**src/rtl/fll_cfg_seq.sv**
```systemverilog
// ---------------------------------------------------------------------------
// fll_cfg_seq : FLL configuration sequencer (bypass / cfgreq / lock checking)
// Rev 1.0
// ---------------------------------------------------------------------------
`default_nettype none

module fll_cfg_seq #(
  parameter int unsigned CFGREQ_CYCLES = 3,
  parameter int unsigned SETTLE_CYCLES = 4,
  parameter int unsigned LOCK_STABLE   = 16,
  parameter int unsigned LOCK_TIMEOUT  = 4096,
  parameter bit          AUTO_BYPASS   = 1'b1
) (
  input  logic       fll_ref_clk,
  input  logic       fll_rst_n,
  input  logic       req_valid,
  input  logic [3:0] req_range,
  output logic       req_ready,
  input  logic       fll_lock,
  output logic       fll_bypass,
  output logic       fll_opmode,
  output logic       fll_cfgreq,
  output logic [3:0] fll_range,
  output logic       busy,
  output logic       done,
  output logic       err,
  output logic       lock_lost
);

  localparam logic [2:0] S_IDLE   = 3'd0;
  localparam logic [2:0] S_SETTLE = 3'd1;
  localparam logic [2:0] S_REQ    = 3'd2;
  localparam logic [2:0] S_WAIT   = 3'd3;
  localparam logic [2:0] S_RUN    = 3'd4;
  localparam logic [2:0] S_ERR    = 3'd5;

  localparam logic [3:0]  C_SETTLE_LAST = 4'(SETTLE_CYCLES - 1);
  localparam logic [3:0]  C_CFGREQ_LAST = 4'(CFGREQ_CYCLES - 1);
  localparam logic [7:0]  C_STABLE_LAST = 8'(LOCK_STABLE - 1);
  localparam logic [15:0] C_TOUT_LAST   = 16'(LOCK_TIMEOUT - 1);

  logic [2:0]  state_q, state_d;
  logic [3:0]  cnt_q, cnt_d;
  logic [7:0]  stab_q, stab_d;
  logic [15:0] tout_q, tout_d;
  logic [1:0]  sync_q;
  logic        bypass_q, bypass_d;
  logic        cfgreq_q, cfgreq_d;
  logic [3:0]  range_q, range_d;
  logic        done_q, done_d;
  logic        err_q, err_d;
  logic        lost_q, lost_d;
  logic        ready_q, ready_d;
  logic        busy_q, busy_d;
  logic        lock_s;
  logic        accept;

  assign lock_s = sync_q[1];
  assign accept = req_valid && ready_q;

  always_comb begin
    state_d  = state_q;
    cnt_d    = cnt_q;
    stab_d   = stab_q;
    tout_d   = tout_q;
    bypass_d = bypass_q;
    cfgreq_d = cfgreq_q;
    range_d  = range_q;
    done_d   = 1'b0;
    err_d    = err_q;
    lost_d   = lost_q;

    case (state_q)
      S_IDLE, S_ERR: ;
      S_SETTLE: begin
        if (cnt_q == C_SETTLE_LAST) begin
          state_d  = S_REQ;
          cnt_d    = 4'd0;
          cfgreq_d = 1'b1;
        end else begin
          cnt_d = cnt_q + 4'd1;
        end
      end
      S_REQ: begin
        if (cnt_q == C_CFGREQ_LAST) begin
          state_d  = S_WAIT;
          cnt_d    = 4'd0;
          cfgreq_d = 1'b0;
          stab_d   = 8'd0;
          tout_d   = 16'd0;
        end else begin
          cnt_d = cnt_q + 4'd1;
        end
      end
      S_WAIT: begin
        tout_d = tout_q + 16'd1;
        stab_d = lock_s ? stab_q + 8'd1 : 8'd0;
        // A stable lock wins over a simultaneous timeout.
        if (lock_s && (stab_q == C_STABLE_LAST)) begin
          state_d  = S_RUN;
          bypass_d = 1'b0;
          done_d   = 1'b1;
          stab_d   = 8'd0;
          tout_d   = 16'd0;
        end else if (tout_q == C_TOUT_LAST) begin
          state_d = S_ERR;
          err_d   = 1'b1;
          stab_d  = 8'd0;
          tout_d  = 16'd0;
        end
      end
      S_RUN: begin
        if (!lock_s) begin
          lost_d = 1'b1;
          if (AUTO_BYPASS) begin
            bypass_d = 1'b1;
            state_d  = S_WAIT;
            stab_d   = 8'd0;
            tout_d   = 16'd0;
          end
        end
      end
      default: begin
        state_d  = S_IDLE;
        bypass_d = 1'b1;
        cfgreq_d = 1'b0;
      end
    endcase

    if (accept) begin
      state_d  = S_SETTLE;
      cnt_d    = 4'd0;
      range_d  = req_range;
      bypass_d = 1'b1;
      err_d    = 1'b0;
      lost_d   = 1'b0;
    end

    // Handshake/status flags are registered from the next state.
    ready_d = (state_d == S_IDLE) || (state_d == S_RUN) || (state_d == S_ERR);
    busy_d  = !ready_d;
  end

  always_ff @(posedge fll_ref_clk or negedge fll_rst_n) begin
    if (!fll_rst_n) begin
      state_q  <= S_IDLE;
      cnt_q    <= 4'd0;
      stab_q   <= 8'd0;
      tout_q   <= 16'd0;
      sync_q   <= 2'b00;
      bypass_q <= 1'b1;
      cfgreq_q <= 1'b0;
      range_q  <= 4'd0;
      done_q   <= 1'b0;
      err_q    <= 1'b0;
      lost_q   <= 1'b0;
      ready_q  <= 1'b1;
      busy_q   <= 1'b0;
    end else begin
      state_q  <= state_d;
      cnt_q    <= cnt_d;
      stab_q   <= stab_d;
      tout_q   <= tout_d;
      sync_q   <= {sync_q[0], fll_lock};
      bypass_q <= bypass_d;
      cfgreq_q <= cfgreq_d;
      range_q  <= range_d;
      done_q   <= done_d;
      err_q    <= err_d;
      lost_q   <= lost_d;
      ready_q  <= ready_d;
      busy_q   <= busy_d;
    end
  end

  assign req_ready  = ready_q;
  assign fll_bypass = bypass_q;
  assign fll_opmode = 1'b1;
  assign fll_cfgreq = cfgreq_q;
  assign fll_range  = range_q;
  assign busy       = busy_q;
  assign done       = done_q;
  assign err        = err_q;
  assign lock_lost  = lost_q;

endmodule

`default_nettype wire

```
**config.mk**
```make
export PLATFORM = sky130hd
export DESIGN_NAME = fll_cfg_seq
export DESIGN_NICKNAME = d
export VERILOG_FILES = /design/src/rtl/fll_cfg_seq.sv
export SDC_FILE = /design/constraint.sdc
export NUM_CORES = 1
export LEC_CHECK = 0
export BUFFER_PORTS_ARGS = -buffer_cell sky130_fd_sc_hd__buf_2
export CAP_MARGIN = 15
export CORE_ASPECT_RATIO = 1.75
export CORE_MARGIN = 2
export CORE_UTILIZATION = 52
export CTS_BUF_LIST = sky130_fd_sc_hd__clkbuf_8
export DETAILED_ROUTE_END_ITERATION = 10
export GPL_TIMING_DRIVEN = 0
export PLACE_DENSITY_LB_ADDON = 0.15
export SYNTH_ARGS = -nofsm -noshare
export SYNTH_HDL_FRONTEND = slang
export SYNTH_SLANG_ARGS = --single-unit
```
**constraint.sdc**
```tcl
create_clock -name fll_ref_clk -period 1.85 [get_ports fll_ref_clk]
set_input_delay 0.37 -clock fll_ref_clk [delete_from_list [all_inputs] [get_ports fll_ref_clk]]
set_output_delay 0.37 -clock fll_ref_clk [all_outputs]
set_load 0.05 [all_outputs]
```
==> run summary <==
In this run the critical register-to-register path is captured at tout_q[5]$_DFFE_PN0P_. In the global route stage, overall resource usage came out at 26.0%. sky130_fd_sc_hd__dfrtp_1 takes more of the synthesized area than any other cell. The total global routing overflow is 0.

The congestion estimate from routability-driven global placement came to 0.857. The setup-violating endpoint count in the final report came out at 27. Setup repair after global routing could not meet its margin everywhere. The top flip-flop cell by instance count after synthesis is sky130_fd_sc_hd__dfrtp_1. The layout cell share with drive strength beyond 1 is 33.5%. The switching fraction of total power is 39.7%. The clock share of power came out at 24.1%. Buffers placed on the I/O ports in this run total 18. For this run, the top clock speed supported by timing is 0.475 GHz. Yosys printed 0 warnings. The actual transition at the worst max-transition pin is 0.999 ns. The worst register-to-register path has a setup slack of -0.25 ns. The analysis attributes to net switching a power of 1.69 mW. The critical path goes through or4_4, or4_4, buf_8, a31oi_1, mux2i_1. The number of synthesized flops with an enable pin came out at 0. The number of antenna violations at the first check in global routing is 0. The mean area per synthesized cell is 9.40 um2. The fraction of the yosys area taken by sequential cells is 45.9%.

The beginning of the worst hold path is fll_lock. The met3 routed wirelength is 265 um. The detailed-route via count came out at 2,273. The power density over the cells came out at 1320 nW/um2. The highest layer touched by signal routing is met4. The count of routing violations after the opening detailed-route iteration is 182.

CTS placed an instance of sky130_fd_sc_hd__clkbuf_8 at the clock tree root. The detailed router put a total of 2.65 mm of wire on met1. The number of sinks driven by the clock tree came out at 44. Yosys attributes the largest share of cell area to sky130_fd_sc_hd__dfrtp_1, sky130_fd_sc_hd__nand2_1, sky130_fd_sc_hd__o21ai_0. The start of the worst register-to-register path is tout_q[13]$_DFFE_PN0P_. The required time at the endpoint of the critical path is 2.03 ns.

Hold repair after CTS inserted 0 buffers. For this configuration, the core starts out at a cell density of 54.1%. Max-cap violations in this run came to 0.

The endpoint kind of the worst setup timing path is a register. The max-slew violation total from the final report came out at 0. The count of inserted antenna diode cells is 0. TritonCTS built the clock tree. OpenSTA, run right after detailed placement, puts the worst setup slack at -0.583 ns. Between clock sinks in the finished design, the worst skew comes to 0.00578 ns. The final routed wirelength across all metal layers came out at 6.91 mm. The cell depth of the worst min-delay path came out at 1. For this design the static power due to leakage is 1.37 nW. The final design area excluding fillers came out at 3220 um2.

The total nets after synthesis came out at 269. The average routed wire per standard cell is 19.1 um. The net total in the final layout is 322. The share of flip-flops with an asynchronous set or reset is 100%. The post-route clock period utilization came out at 114%. Leaving out fill and tap cells, the most frequent cell in the layout is sky130_fd_sc_hd__dfrtp_1. The maximum fanout encountered on the critical timing path is 8. In the layout the commonest cells are sky130_fd_sc_hd__dfrtp_1, sky130_fd_sc_hd__nand2_1, sky130_fd_sc_hd__buf_4. Using the TritonRoute via totals, the vias-per-cell ratio works out to 6.30. STA classifies the critical path startpoint as a register. The cell area that synthesis handed to floorplanning was 2410 um2. The H-tree level count came out at 2. The die is 55.4 um wide.

After clock tree synthesis, the clock-pin slew on the worst setup and hold paths is 0.09 ns. Tracing the worst setup path back leads to its startpoint at tout_q[13]$_DFFE_PN0P_. The minimum clock period came out at 2.10 ns.

The number of cell instances on the worst register-to-register path is 5. The via count of the first global-routing pass is 2,221. Together, buffers and inverters on the worst path number 1.

The y dimension of the die came out at 94.0 um. For hold timing, the worst endpoint is sync_q[0]$_DFF_PN0_. Overall power consumption after layout is estimated at 4.25 mW. Broken down by cell family, the worst path's largest delay share belongs to simple AND/OR/NAND/NOR gates. The type of the tightest min-delay check is in -> reg. The first global-routing pass estimated 10.6 mm of wire. The part of the total power dissipated in combinational logic is 42.9%. The critical path arrival is 2.28 ns. The row count came out at 32. The most numerous cell on the critical path is sky130_fd_sc_hd__or4_4. The final-report hold violation count came out at 0. In this run the biggest area consumer among cell types represents 43.7% of the synthesized area. The largest single stage delay on the critical path is 0.57 ns. The synthesized design contains 44 register bits. The max-slew headroom at the worst pin came out at 33.4%. The number of nets with antenna violations after detailed routing came out at 0.

The pin count of the biggest net entering global routing is 45. At the later pin of the worst-skew pair, clock insertion delay measures 0.30 ns. No sink is reached through more buffers than the 2 on the longest clock path. The number of placed instances, taps included, is 325.

After detailed routing, the number of remaining DRC violations is 0. The checks that failed: negative setup slack. The placed instances occupy a cell area of 2560 um2. The maximum vdd drop is 1.10 mV. The wire length on met2 is 3.79 mm. Synthesis handed over a netlist of 256 instances. The flow ran to the end, but the final reports show violations. The number of buffers created by CTS came out at 5. The internal power summed over all cells is 2.56 mW.

The critical path class is reg -> reg. The largest individual stage delay along the critical path comes from the cell sky130_fd_sc_hd__or4_4. After legalization and detailed placement, the total HPWL measured 3.89 mm. The synthesized netlist contains 59 unique library cells.

The number of iterations in the first detailed-routing pass came out at 4. After floorplanning, the core was sized to cover 4440 um2. In this run, flip-flops and latches consume 33.0% of the power. The number of ports placed on the die boundary came out at 20.

The finished layout holds 361 standard cells, fillers aside. After layout, the worst setup slack is -0.254 ns. The synthesis-to-layout area growth is 33.8%. The die footprint came out at 5210 um2.
## final cells by class
type	instances	area [um2]
inverters	10	37.5
plain buffers	13	121
flip-flops and latches	44	1110
well taps	51	63.8
fillers	316	1220
clock inverters	3	90.1
multi-input cells	188	1410
repair buffers	47	327
clock buffers	5	68.8
## cells in the mapped netlist (all sizes together) (2+ instances only)
| cell type | number |
|---|---|
| dfrtp | 42 |
| nand2 | 33 |
| o21ai | 20 |
| nand3 | 14 |
| nor2 | 12 |
| buf | 10 |
| inv | 10 |
| a31oi | 8 |
| nand4 | 6 |
| nor4 | 6 |
| clkbuf | 5 |
| ha | 5 |
| nor3 | 5 |
| a21oi | 4 |
| a22o | 4 |
| nor3b | 4 |
| or3 | 4 |
| or4 | 4 |
| a31o | 3 |
| mux2i | 3 |
| nand2b | 3 |
| nor2b | 3 |
| o211ai | 3 |
| o21a | 3 |
| xnor2 | 3 |
| a211oi | 2 |
| a21o | 2 |
| a41oi | 2 |
| and2 | 2 |
| and3 | 2 |
| and4 | 2 |
| dfstp | 2 |
| nand4b | 2 |
| nor4b | 2 |
| o311ai | 2 |
| xor2 | 2 |
## logic make-up after synthesis
group / Yosys count / synth area share, %
AND/OR/NAND/NOR: 107 / 23.8
AO/OA/AOI/OAI: 66 / 19.6
flip-flops: 44 / 45.9
buffers and inverters: 25 / 4.99
adder cells (fa/ha/maj): 5 / 2.60
XOR/XNOR: 5 / 1.82
multiplexers: 3 / 1.25
other: 1 / 0.156
## worst max path at each step
stage	to	cells after the start	slack [ns]
floorplan	stab_q[3]$_DFFE_PN0P_	6	-0.1
global placement	busy$_DFF_PN0_	6	-0.59
detailed placement	busy$_DFF_PN0_	6	-0.58
CTS	stab_q[3]$_DFFE_PN0P_	6	-0.18
global route	tout_q[5]$_DFFE_PN0P_	5	-0.28
finish	tout_q[5]$_DFFE_PN0P_	5	-0.25
## what timing repair did
action	4_1_cts	5_1_grt
pin swaps	13	8
endpoints found under the setup margin	33	32
gates resized for setup	43	26
cloned	2	1
buffers inserted	20	7
## per-stage QoR
step | util (%) | TNS [ns] | hold WS (ns)
2_1_floorplan | - | -0.699 | 0.0744
3_3_place_gp | 57.7 | -10.70 | 0.331
3_5_place_dp | 57.7 | -11.16 | 0.361
4_1_cts | 68.6 | -2.53 | 0.163
5_1_grt | 72.4 | -4.61 | 0.155
6_report | 72.4 | -3.40 | 0.167
## per-layer routing
metal	global-route usage [%]	vias to the layer above
met5	0	-
met4	13.8	0
met3	4.55	19
met2	46.7	77
met1	28.8	1115
li1	-	1062
## sequential cells by signal, summed over array words and instances (netlist names), 2 cells and up
register	cells
cnt_q	4
fll_range	4
stab_q	8
state_q	3
sync_q	2
tout_q	16
## power by group through the flow
stage	logic [mW]	registers, mW	clock network, mW
final	1.82	1.40	1.03
after detailed placement	1.41	1.39	0
after CTS	1.65	1.38	1.04
after global placement	1.40	1.38	0
after global routing	1.97	1.42	1.08
after floorplan	0.835	1.61	0
Note: power is estimated with default switching activity, not from simulation.
